$ cat src/rtl/bcd_pkg.sv
// Shared types and constants for the arbitrated binary-to-BCD engine.
// Used by the sequencer and the combinational dabble step.
package bcd_pkg;

  typedef enum logic [1:0] {
    IDLE,
    SHIFT,
    DONE
  } state_t;

  localparam int         BCD_W       = 4;
  localparam logic [3:0] ADD3_THRESH = 4'd5;
  localparam logic [3:0] SAT_DIGIT   = 4'd9;

endpackage

$ cat src/rtl/bcd_dabble_step.sv
// One double-dabble iteration: conditional add-3 on each digit,
// then shift the three digits left with a new bit entering the ones.
module bcd_dabble_step
  import bcd_pkg::*;
(
  input  logic [BCD_W-1:0] i_hund,
  input  logic [BCD_W-1:0] i_ten,
  input  logic [BCD_W-1:0] i_one,
  input  logic             i_bit,
  output logic [BCD_W-1:0] o_hund,
  output logic [BCD_W-1:0] o_ten,
  output logic [BCD_W-1:0] o_one
);

  logic [BCD_W-1:0] w_h;
  logic [BCD_W-1:0] w_t;
  logic [BCD_W-1:0] w_o;

  function automatic logic [BCD_W-1:0] adj(
    input logic [BCD_W-1:0] d
  );
    return (d >= ADD3_THRESH) ? d + 4'd3 : d;
  endfunction

  assign w_h = adj(i_hund);
  assign w_t = adj(i_ten);
  assign w_o = adj(i_one);

  assign o_hund = {w_h[BCD_W-2:0], w_t[BCD_W-1]};
  assign o_ten  = {w_t[BCD_W-2:0], w_o[BCD_W-1]};
  assign o_one  = {w_o[BCD_W-2:0], i_bit};

endmodule

$ cat src/rtl/bcd_conv_arb.sv
// Two-client round-robin binary-to-BCD converter, one bit per clock.
// Digit outputs only change on DONE, so they are never seen partial.
module bcd_conv_arb
  import bcd_pkg::*;
#(
  parameter int WIDTH  = 10,
  parameter int MAXVAL = 999
) (
  input  logic             clk,
  input  logic             rst,
  input  logic             req0,
  input  logic [WIDTH-1:0] bin0,
  input  logic             req1,
  input  logic [WIDTH-1:0] bin1,
  output logic             ack0,
  output logic             ack1,
  output logic             busy,
  output logic             done,
  output logic             src,
  output logic [BCD_W-1:0] hund,
  output logic [BCD_W-1:0] ten,
  output logic [BCD_W-1:0] one,
  output logic             ovf
);

  localparam int CW = $clog2(WIDTH + 1);

  state_t r_state;
  state_t w_next;

  logic [WIDTH-1:0] r_sh;
  logic [BCD_W-1:0] r_dh;
  logic [BCD_W-1:0] r_dt;
  logic [BCD_W-1:0] r_do;
  logic [CW-1:0]    r_cnt;
  logic             r_sel;
  logic             r_ptr;
  logic             r_ovf_p;

  logic [BCD_W-1:0] r_hund;
  logic [BCD_W-1:0] r_ten;
  logic [BCD_W-1:0] r_one;
  logic             r_ovf;
  logic             r_src;
  logic             r_done;
  logic             r_ack0;
  logic             r_ack1;

  logic             w_req_any;
  logic             w_idx;
  logic [WIDTH-1:0] w_op;
  logic             w_ovf;
  logic [BCD_W-1:0] w_nh;
  logic [BCD_W-1:0] w_nt;
  logic [BCD_W-1:0] w_no;

  // Pointer only matters when both clients ask at once.
  assign w_req_any = req0 | req1;
  assign w_idx     = (req0 & req1) ? r_ptr : req1;
  assign w_op      = w_idx ? bin1 : bin0;
  assign w_ovf     = int'(w_op) > MAXVAL;

  bcd_dabble_step u_step (
    .i_hund (r_dh),
    .i_ten  (r_dt),
    .i_one  (r_do),
    .i_bit  (r_sh[WIDTH-1]),
    .o_hund (w_nh),
    .o_ten  (w_nt),
    .o_one  (w_no)
  );

  always_ff @(posedge clk) begin
    if (rst) r_state <= IDLE;
    else     r_state <= w_next;
  end

  always_comb begin
    w_next = r_state;
    unique case (r_state)
      IDLE:    if (w_req_any) w_next = SHIFT;
      SHIFT:   if (r_cnt == CW'(WIDTH - 1)) w_next = DONE;
      DONE:    w_next = IDLE;
      default: w_next = IDLE;
    endcase
  end

  always_ff @(posedge clk) begin
    if (rst) begin
      r_sh    <= '0;
      r_dh    <= '0;
      r_dt    <= '0;
      r_do    <= '0;
      r_cnt   <= '0;
      r_sel   <= 1'b0;
      r_ptr   <= 1'b0;
      r_ovf_p <= 1'b0;
      r_hund  <= '0;
      r_ten   <= '0;
      r_one   <= '0;
      r_ovf   <= 1'b0;
      r_src   <= 1'b0;
      r_done  <= 1'b0;
      r_ack0  <= 1'b0;
      r_ack1  <= 1'b0;
    end else begin
      r_done <= 1'b0;
      r_ack0 <= 1'b0;
      r_ack1 <= 1'b0;
      unique case (r_state)
        IDLE: begin
          if (w_req_any) begin
            r_sh    <= w_op;
            r_dh    <= '0;
            r_dt    <= '0;
            r_do    <= '0;
            r_sel   <= w_idx;
            r_ovf_p <= w_ovf;
            r_cnt   <= '0;
          end
        end
        SHIFT: begin
          r_sh  <= {r_sh[WIDTH-2:0], 1'b0};
          r_dh  <= w_nh;
          r_dt  <= w_nt;
          r_do  <= w_no;
          r_cnt <= r_cnt + CW'(1);
        end
        DONE: begin
          r_hund <= r_ovf_p ? SAT_DIGIT : r_dh;
          r_ten  <= r_ovf_p ? SAT_DIGIT : r_dt;
          r_one  <= r_ovf_p ? SAT_DIGIT : r_do;
          r_ovf  <= r_ovf_p;
          r_src  <= r_sel;
          r_done <= 1'b1;
          r_ack0 <= ~r_sel;
          r_ack1 <= r_sel;
          r_ptr  <= ~r_sel;
        end
        default: ;
      endcase
    end
  end

  assign busy = (r_state != IDLE);
  assign done = r_done;
  assign ack0 = r_ack0;
  assign ack1 = r_ack1;
  assign src  = r_src;
  assign hund = r_hund;
  assign ten  = r_ten;
  assign one  = r_one;
  assign ovf  = r_ovf;

endmodule
$ cat config.mk
export PLATFORM = sky130hd
export DESIGN_NAME = bcd_conv_arb
export DESIGN_NICKNAME = d
export VERILOG_FILES = /design/src/rtl/bcd_pkg.sv /design/src/rtl/bcd_dabble_step.sv /design/src/rtl/bcd_conv_arb.sv
export SDC_FILE = /design/constraint.sdc
export NUM_CORES = 1
export LEC_CHECK = 0
export CAP_MARGIN = 10
export CORE_UTILIZATION = 67
export CTS_BUF_LIST = sky130_fd_sc_hd__clkbuf_16
export DETAILED_ROUTE_END_ITERATION = 10
export DONT_BUFFER_PORTS = 1
export PLACE_DENSITY = 0.86
export SLEW_MARGIN = 20
export SYNTH_ARGS = -nofsm -noshare
export SYNTH_HDL_FRONTEND = slang
export SYNTH_HIERARCHICAL = 1
export SYNTH_SLANG_ARGS = --single-unit
$ cat constraint.sdc
create_clock -name clk -period 2.6 [get_ports clk]
set_input_delay 0.52 -clock clk [delete_from_list [all_inputs] [get_ports clk]]
set_output_delay 0.52 -clock clk [all_outputs]
set_load 0.1 [all_outputs]
Word-level counts from Yosys, hierarchy flattened
Cells that the tools add are included.
{"block": "op_classes", "addsub": 4, "n_lt_le_gt_ge": 4, "eq_ne": 5, "n_mux": 19, "bitwise": 4, "n_reduce_logical": 7}
{"operator": "$pmux 4 s2", "n": 4}
{"operator": "$mux 4", "n": 6}
{"operator": "$mux 10", "n": 2}
{"operator": "$pmux 10 s2", "n": 1}
{"operator": "$ge 4x3->1 const B", "n": 3}
{"operator": "$gt 10x10->1 const B", "n": 1}
{"operator": "$add 4x2->4 const B", "n": 2}
{"operator": "$reduce_and 2->1", "n": 3}
{"operator": "$add 4x1->4 const B", "n": 1}
{"operator": "$eq 4x4->1 const B", "n": 1}
{"operator": "$mux 2", "n": 2}
{"operator": "$ne 2x2->1 const B", "n": 2}
{"operator": "$pmux 2 s2", "n": 1}
{"operator": "$reduce_bool 2->1", "n": 2}
{"operator": "$add 3x2->3 const B", "n": 1}
{"operator": "$mux 3", "n": 1}
{"operator": "$eq 2x1->1 const B", "n": 1}
{"operator": "$eq 2x2->1 const B", "n": 1}
{"operator": "$logic_not 2->1", "n": 1}
{"operator": "$mux 1", "n": 2}
{"operator": "$not 1->1", "n": 2}
{"operator": "$reduce_or 2->1", "n": 1}
{"operator": "$and 1x1->1", "n": 1}
{"operator": "$or 1x1->1", "n": 1}
{"block": "word_totals", "ff_bits": 48, "elab_cells": 60}

Depth between registers and ports, before layout
Gate-level depths: netlist of the first run.
{"block": "logic_depth", "ltp_word": 5, "ltp_mapped": 7, "ltp_nobuf": 7}

Hierarchy
Netlist of the first run, hierarchy kept.
{"module": "bcd_conv_arb", "instances": 1, "cells_each": 218, "area_each_um2": 2003.2, "seq_area_each_um2": 960.9}
{"module": "bcd_dabble_step", "instances": 1, "cells_each": 45, "area_each_um2": 291.5, "seq_area_each_um2": 0.0}

Worst setup path before layout of the first run
No wires, ideal clock.
{"block": "synth_timing", "path_type": "register to output", "from": "register r_hund[0] (netlist: hund[0])", "to": "output port hund[0]", "arrival_ns": 0.925, "required_ns": 2.080, "path_slack_ns": 1.155, "path_stages_with_launch": 1, "path_cell_list": "dfxtp_1"}
{"element": "start: declaration", "line": "bcd_conv_arb.sv:40", "rtl": "logic [BCD_W-1:0] r_hund;"}
{"element": "start signal: assignment", "line": "bcd_conv_arb.sv:130", "rtl": "r_hund <= r_ovf_p ? SAT_DIGIT : r_dh;"}
{"element": "end: declaration", "line": "bcd_conv_arb.sv:20", "rtl": "output logic [BCD_W-1:0] hund,"}
No word-level cell between the ends.

Worst setup path in the final report of the first run
{"block": "layout_timing", "from": "register r_ten[1] (netlist: ten[1])", "to": "output port ten[1]"}
{"element": "start: declaration", "line": "bcd_conv_arb.sv:41", "rtl": "logic [BCD_W-1:0] r_ten;"}
{"element": "start signal: assignment", "line": "bcd_conv_arb.sv:131", "rtl": "r_ten <= r_ovf_p ? SAT_DIGIT : r_dt;"}
{"element": "end: declaration", "line": "bcd_conv_arb.sv:21", "rtl": "output logic [BCD_W-1:0] ten,"}
No word-level cell between the ends.

==> results of run 1 <==
registers in the layout, summed over array words and instances (netlist names), 2 cells and up:
register and cells:
r_sh 10, hund 4, one 4, r_cnt 4, r_dh 4, r_do 4
r_dt 4, ten 4, r_state 2
synth_stat cells, drive strengths merged, types with 2 or more instances:
cell type | count | area share [%]
a21oi | 25 | 5.9
o21ai | 6 | 1.5
buf | 13 | 4.0
inv | 8 | 1.3
nand3 | 8 | 1.7
or3 | 2 | 0.55
mux2i | 13 | 5.7
ha | 8 | 4.4
xnor2 | 3 | 1.1
nor2b | 2 | 0.55
dfxtp | 48 | 42
nor2 | 25 | 4.1
o22ai | 9 | 4.9
nand2b | 7 | 1.9
nor3 | 15 | 3.3
clkbuf | 6 | 0.98
a22oi | 15 | 4.9
nand3b | 7 | 2.3
nand4 | 2 | 0.55
or2 | 5 | 1.5
nand2 | 30 | 4.9
metrics by stage:
| step | power [mW] | worst slack, ns | hold slack (ns) | utilization, % |
|---|---|---|---|---|
| after floorplan | 0.9047 | 1.155 | 0.4522 | - |
| after CTS | 1.601 | 0.8297 | 0.2973 | 80.56 |
| final | 1.588 | 0.8376 | 0.3010 | 80.56 |
| after detailed placement | 0.9031 | 0.9147 | 0.4411 | 75.40 |
| after global placement | 0.8995 | 0.9579 | 0.4340 | 75.40 |
| after global routing | 1.648 | 0.8028 | 0.2919 | 80.56 |
metal layers:
metal  routed length (µm)  track usage (%)
met3                  250            4.904
met4                   65            13.64
met5                    0                0
met1                 1892            33.38
met2                 2275            48.35
layout make-up:
cell class / count / area (µm²)
Clock inverter: 3 / 37.54
Multi-Input combinational cell: 188 / 1189
Inverter: 8 / 30.03
Clock buffer: 5 / 125.1
Sequential cell: 48 / 960.9
Timing Repair Buffer: 19 / 142.6
Fill cell: 238 / 613.1
Tap cell: 44 / 55.05
report_power, final:
part           switching, mW  internal (mW)
Sequential            0.0197          0.756
Clock                  0.253          0.447
Combinational         0.0681         0.0455
final timing paths:
kind / depth (start not counted) / to / start
worst max-delay path: 0 / ten[1] / ten[1]
worst min-delay path: 1 / r_state[0] / rst
worst max register to register: 3 / r_sh[4] / r_state[0]
worst min register to register: 2 / ovf / ovf
kinds of logic (layout without fill, tap and decap cells):
family                   after synthesis  after routing  synth area share (%)
AO/OA/AOI/OAI                         58             58                 18.32
XOR/XNOR                               3              3                 1.145
adder cells (fa/ha/maj)                8              8                 4.362
buffers and inverters                 27             35                 6.325
flip-flops                            48             48                 41.88
multiplexers                          13             13                 5.670
AND/OR/NAND/NOR                      106            106                 22.30
==> flow_summary.toml, run 1 <==
[global_route]
gr-usage-all-layers_pct = 27.91
grt_pass1_wl_mm = 7.541
grt_overflow = 0
grt_pass1_vias = 1710
antenna_found_initial = 0
grt_max_degree = 49

[placement]
dp.cells = 307
place_congestion = 0.7381
placed_area_um2 = 2377
port_buffers = 0
hpwl_mm = 2.934

[power_and_ir_drop]
p_per_area_nw_per_um2 = 625.3
p_leak_nw = 1.006
ir_drop_mv = 0.4469

[worst_setup_path]
endpoint_kind = "output pin"
cp.required_ns = 2.08
crit_type = "flop to output pin"
ff2ff_setup_slack_ns = 1.03
startpoint_type = "flop"
cp.arrival_ns = 1.24
critPathMaxFanout = 2

[synth]
synthesis.area_um2 = 2295
synth_area_per_cell_um2 = 8.725
yosysUniqueCellTypes = 35
ys_warn_count = 6
synthCells = 263
synth-main-ff-cell = "dfxtp_1"
synth_enable_flop_cells = 0
synth.net_count = 295
synth-seq-cells = 48
ys_seq_area_share_pct = 41.88
async_flop_share_pct = 0

[clock_tree]
cts.sinks = 48
numCtsBuffers = 5
postCtsResizedCells = 0
cts-root-buf = "clkbuf_16"
htreeDepth = 2
clock_latency_ns = 0.28
cts_tree = "yes"
clkTransAtPathRegs_ns = 0.06
cts_hold_buf = 0
clockBufferDepth = 2
post_cts_buffers = 0

[timing]
fin_crit_ns = 1.762
maxSlewHeadroom_pct = 35.37
worstMarginPinSlew_ns = 0.9681
max_freq_mhz = 567.4
clock-skew-final_ns = 0.003048
finalHoldViolCount = 0
final.setup.tns_ns = 0
finalSetupViolCount = 0
slew_viol_final = 0
rsz0062_at_grt = "false"
min_period_over_period_pct = 67.78

[routing]
drc = 0
vias = 1854
routedWlPerCell_um = 14.24
first_pass_iters = 4
drtAntennaViolNets = 0
drt_iter0_drc = 113
vias_per_cell = 5.886
routed_wl_mm = 4.485

[floorplanning]
start_util_pct = 72.78
io_pins = 42
rows = 20
die_x_um = 60.52
die_y_um = 60.52
core-area_um2 = 3153
dieArea_um2 = 3663

[cells_and_area]
drive_above_1_share_pct = 15.13
fin_nets = 302
final_common_cell = "dfxtp_1"
syn_to_final_growth_pct = 10.69
final_cell_mix = "dfxtp_1 (48), nand2_1 (30), nor2_1 (25)"
final_cells = 315
diodes = 0
stdcell_area_um2 = 2540

[run_status]
status = "complete, no violations"

[job]
cap_violations = 0

[min_path]
min_path_type = "input port to flop"
Note: power is estimated with default switching activity, not from simulation.
==> run 2, diff against run 1 <==
CORE_UTILIZATION = 62   (was 67)
PLACE_DENSITY = 0.81   (was 0.86)
clock period = 1.7 ns   (was 2.6 ns; I/O delays follow)
==> run 2 against run 1 <==
  * Clock skew increased by 0.0011 ns
  * Core utilization down 4.9 points
  * Global-route usage shrank 2.1 points
  * Sequential power is 52% higher
  * Highest routed layer unchanged
  * Combinational power is 62% higher
  * Wire length up 1.8%
  * Clock-buffer cell count unchanged
  * Die area up 7.8%
  * Total power grew 57%
  * Clock power rose by 60%
  * Largest cell class unchanged
==> flow_summary.toml, run 2 (synthesized netlist as in run 1, its figures left out) <==
[cells_and_area]
drive_above_1_share_pct = 17.99
final_common_cell = "dfxtp_1"
fin_nets = 309
diodes = 0
largest_reg_flops = 10
final_cell_mix = "dfxtp_1 (48), nand2_1 (30), buf_4 (26)"
syn_to_final_growth_pct = 13.47
regMostFlops = "r_sh"

[floorplanning]
io_pins = 42
rows = 21
core-area_um2 = 3442
start_util_pct = 66.67
dieArea_um2 = 3948
die_x_um = 62.84
die_y_um = 62.84

[global_route]
grt_pass1_vias = 1896
grt_overflow = 0
antenna_found_initial = 0
grt_max_degree = 49
grt_pass1_wl_mm = 8.004
gr-usage-all-layers_pct = 25.85

[worst_setup_path]
crit_path_start = "r_do[1]"
startpoint_type = "flop"
cp.arrival_ns = 1.72
cp.required_ns = 1.91
critPathMaxFanout = 4
rr_startpoint = "r_do[1]"
endpoint_kind = "flop"
reg2reg_to = "r_do[2]"
critPathCapture = "r_do[2]"
crit_type = "flop to flop"
r2r_cells = 7
ff2ff_setup_slack_ns = 0.19

[clock_tree]
cts_hold_buf = 0
cts-root-buf = "clkbuf_16"
clock_latency_ns = 0.29
clockBufferDepth = 2
numCtsBuffers = 5
clkTransAtPathRegs_ns = 0.07
post_cts_buffers = 0
htreeDepth = 2
postCtsResizedCells = 0
cts_tree = "yes"
cts.sinks = 48

[job]
cap_violations = 0

[timing]
slew_viol_final = 0
max_freq_mhz = 663.0
worstMarginPinSlew_ns = 0.4929
finalHoldViolCount = 0
maxSlewHeadroom_pct = 67.09
finalSetupViolCount = 0
hold_ws_ns = 0.1133
rsz0062_at_grt = "false"
clock-skew-final_ns = 0.004177
fin_crit_ns = 1.508
min_period_over_period_pct = 88.72
final.setup.tns_ns = 0

[min_path]
min_path_type = "input port to flop"

[routing]
first_pass_iters = 4
routed_wl_mm = 4.564
vias_per_cell = 5.827
drc = 0
drtAntennaViolNets = 0
routedWlPerCell_um = 14.09
drt_iter0_drc = 123
vias = 1888

[power_and_ir_drop]
p_per_area_nw_per_um2 = 957.1
totalPowerFinal_mw = 2.492
ir_drop_mv = 0.6411
p_leak_nw = 1.040

[placement]
place_congestion = 0.8476
port_buffers = 0
hpwl_mm = 3.049

[run_status]
status = "complete, no violations"
==> run 2: changes by cell type in the layout (fill, tap and decap cells not counted), sizes merged <==
cell      previous run  this run
clkinvlp             0         1
buf                 19        26
clkinv               2         0
inv                  8         9
==> run 2: area by class of cell <==
class | count | area [µm²]
Clock buffer | 5 | 125.1
Multi-Input combinational cell | 188 | 1189
Tap cell | 46 | 57.56
Sequential cell | 48 | 960.9
Clock inverter | 3 | 46.29
Timing Repair Buffer | 26 | 195.2
Fill cell | 274 | 838.3
Inverter | 8 | 30.03
==> run 2: routing by layer <==
layer,vias up,GRT usage (%),wire (µm)
met1,887,27.50,1951
met2,50,47.28,2309
li1,940,-,-
met3,11,6.934,210
met4,0,11.34,93
met5,-,0,0
==> run 2: through the flow <==
stage          utilization [%]  instance area (µm²)  instances  setup WS, ns
2_1_floorplan                -                 2295        263        0.2720
3_3_place_gp             70.67                 2432        316        0.3316
3_5_place_dp             70.67                 2432        316        0.2693
4_1_cts                  75.65                 2604        324        0.2095
5_1_grt                  75.65                 2604        324        0.1050
6_report                 75.65                 2604        324        0.1917
==> run 2: worst max-delay path, stage by stage, from the launching register on <==
cell	delay, ns
dfxtp_1	0.36
inv_1	0.09
ha_1	0.18
nand2b_1	0.17
a21oi_2	0.20
mux2i_1	0.19
nand2_1	0.07
a21oi_1	0.17
==> run 2: how the worst min path moves through the flow <==
| stage | from | cells after the start | end | slack, ns |
|---|---|---|---|---|
| after floorplan | r_cnt[3] | 2 | r_cnt[3] | 0.45 |
| after global placement | rst | 1 | r_sel | 0.41 |
| after detailed placement | rst | 1 | r_sel | 0.42 |
| after CTS | rst | 1 | one[1] | 0.11 |
| after global routing | rst | 1 | src | 0.10 |
| final | rst | 1 | r_sel | 0.11 |
==> run 2: report_power, final <==
part           total [mW]  internal, mW  switching (mW)
registers            1.18          1.16          0.0282
clock network        1.12         0.698           0.425
logic               0.185        0.0768           0.109
==> run 3, diff against run 2 <==
CORE_MARGIN = 5   (was default)
CORE_UTILIZATION = 52   (was 62)
DONT_BUFFER_PORTS = default   (was 1)
PLACE_DENSITY = 0.82   (was 0.81)
==> run 3 against run 2 <==
  * Sequential share of layout area is 5.9 points lower
  * Fmax is 0.13% lower
  * Die area is 48% higher
  * Clock-buffer cell count is the same
  * Combinational power up 54%
  * Global-route usage is 8.2 points lower
  * Clock power decreased by 4%
  * Critical path type unchanged
  * Critical endpoint is now r_dt[2]
  * Largest cell class unchanged
==> flow_summary.toml, run 3 (synthesized netlist as in run 1, its figures left out) <==
[global_route]
grt_max_degree = 48
antenna_found_initial = 0
grt_overflow = 0
grt_pass1_vias = 1979
gr-usage-all-layers_pct = 17.63
grt_pass1_wl_mm = 8.514

[clock_tree]
post_cts_buffers = 0
cts-root-buf = "clkbuf_16"
postCtsResizedCells = 0
htreeDepth = 2
cts.sinks = 48
numCtsBuffers = 5
cts_tree = "yes"
clkTransAtPathRegs_ns = 0.06
clockBufferDepth = 2
cts_hold_buf = 0
clock_latency_ns = 0.29

[power_and_ir_drop]
p_per_area_nw_per_um2 = 821.6
totalPowerFinal_mw = 2.549
p_leak_nw = 1.197
ir_drop_mv = 0.4783

[job]
cap_violations = 0

[worst_setup_path]
cp.required_ns = 1.91
rr_startpoint = "r_dt[1]"
reg2reg_to = "r_dt[2]"
crit_type = "flop to flop"
endpoint_kind = "flop"
cp.arrival_ns = 1.72
startpoint_type = "flop"
r2r_cells = 7
ff2ff_setup_slack_ns = 0.19
critPathMaxFanout = 4

[placement]
dp_slack_ns = -0.09708
port_buffers = 41
hpwl_mm = 3.529
place_congestion = 0.7775

[floorplanning]
io_pins = 42
die_y_um = 76.43
start_util_pct = 53.07
core-area_um2 = 4324
dieArea_um2 = 5842
die_x_um = 76.43
rows = 24

[min_path]
hold_end = "ten[1]"
hold_depth = 2
hold_path.startpoint = "ten[1]"
min_path_type = "flop to flop"

[timing]
max_freq_mhz = 662.1
slew_viol_final = 0
min_period_over_period_pct = 88.84
worst_slack_ns = 0.1897
worstMarginPinSlew_ns = 0.4858
fin_crit_ns = 1.510
finalSetupViolCount = 0
finalHoldViolCount = 0
clock-skew-final_ns = 0.004090
maxSlewHeadroom_pct = 67.57
rsz0062_at_grt = "false"

[routing]
vias = 1975
first_pass_iters = 4
drc = 0
routedWlPerCell_um = 14.20
drtAntennaViolNets = 0
vias_per_cell = 5.579
routed_wl_mm = 5.028
drt_iter0_drc = 124

[cells_and_area]
final_common_cell = "dfxtp_1"
regMostFlops = "r_sh"
diodes = 0
final_cell_mix = "dfxtp_1 (48), nand2_1 (30), nor2_1 (25)"
largest_reg_flops = 10
syn_to_final_growth_pct = 35.22
fin_nets = 333
drive_above_1_share_pct = 16.23

[run_status]
status = "complete, no violations"
[run 3: cell type report]
cell class / instances / area (µm²)
fillers: 313 / 1221
multi-input cells: 188 / 1189
flip-flops and latches: 48 / 960.9
repair buffers: 50 / 695.7
clock buffers: 5 / 125.1
well taps: 52 / 65.06
clock inverters: 3 / 37.54
inverters: 8 / 30.03
[run 3: metrics by stage]
stage	hold WS, ns	utilization, %	std cells	TNS (ns)	cell area [µm²]
after floorplan	0.4522	-	263	0	2295
after global placement	0.4588	68.00	346	-0.07660	2940
after detailed placement	0.4811	68.00	346	-0.3720	2940
after CTS	0.4886	71.76	354	0	3103
after global routing	0.4987	71.76	354	0	3103
final	0.4862	71.76	354	0	3103
[run 3: how the worst max path moves through the flow]
stage / startpoint / to / slack (ns)
floorplan: r_state[0] / r_dh[1] / 0.27
global placement: req1 / r_ovf_p / -0.07
detailed placement: req1 / r_ovf_p / -0.1
CTS: r_dt[1] / r_dt[2] / 0.19
global route: r_do[1] / r_do[2] / 0.06
finish: r_dt[1] / r_dt[2] / 0.19
[run 3: critical path: stages, from the launching register on]
cell and delay, ns:
dfxtp_1 0.38, inv_1 0.09, ha_1 0.17, nand2b_1 0.16, a21oi_2 0.22, mux2i_1 0.20, nand2_1 0.07, a21oi_1 0.13
[run 3: where the power goes]
| part | internal [mW] | switching (mW) |
|---|---|---|
| Clock | 0.683 | 0.397 |
| Sequential | 1.16 | 0.0287 |
| Combinational | 0.142 | 0.142 |
[run 3: routing by layer]
metal | global-route usage [%] | part of all wire [%] | vias up
li1 | - | - | 991
met5 | 0 | 0 | -
met1 | 17.58 | 40 | 909
met3 | 6.147 | 5.8 | 14
met4 | 8.392 | 2.6 | 0
met2 | 32.19 | 52 | 61
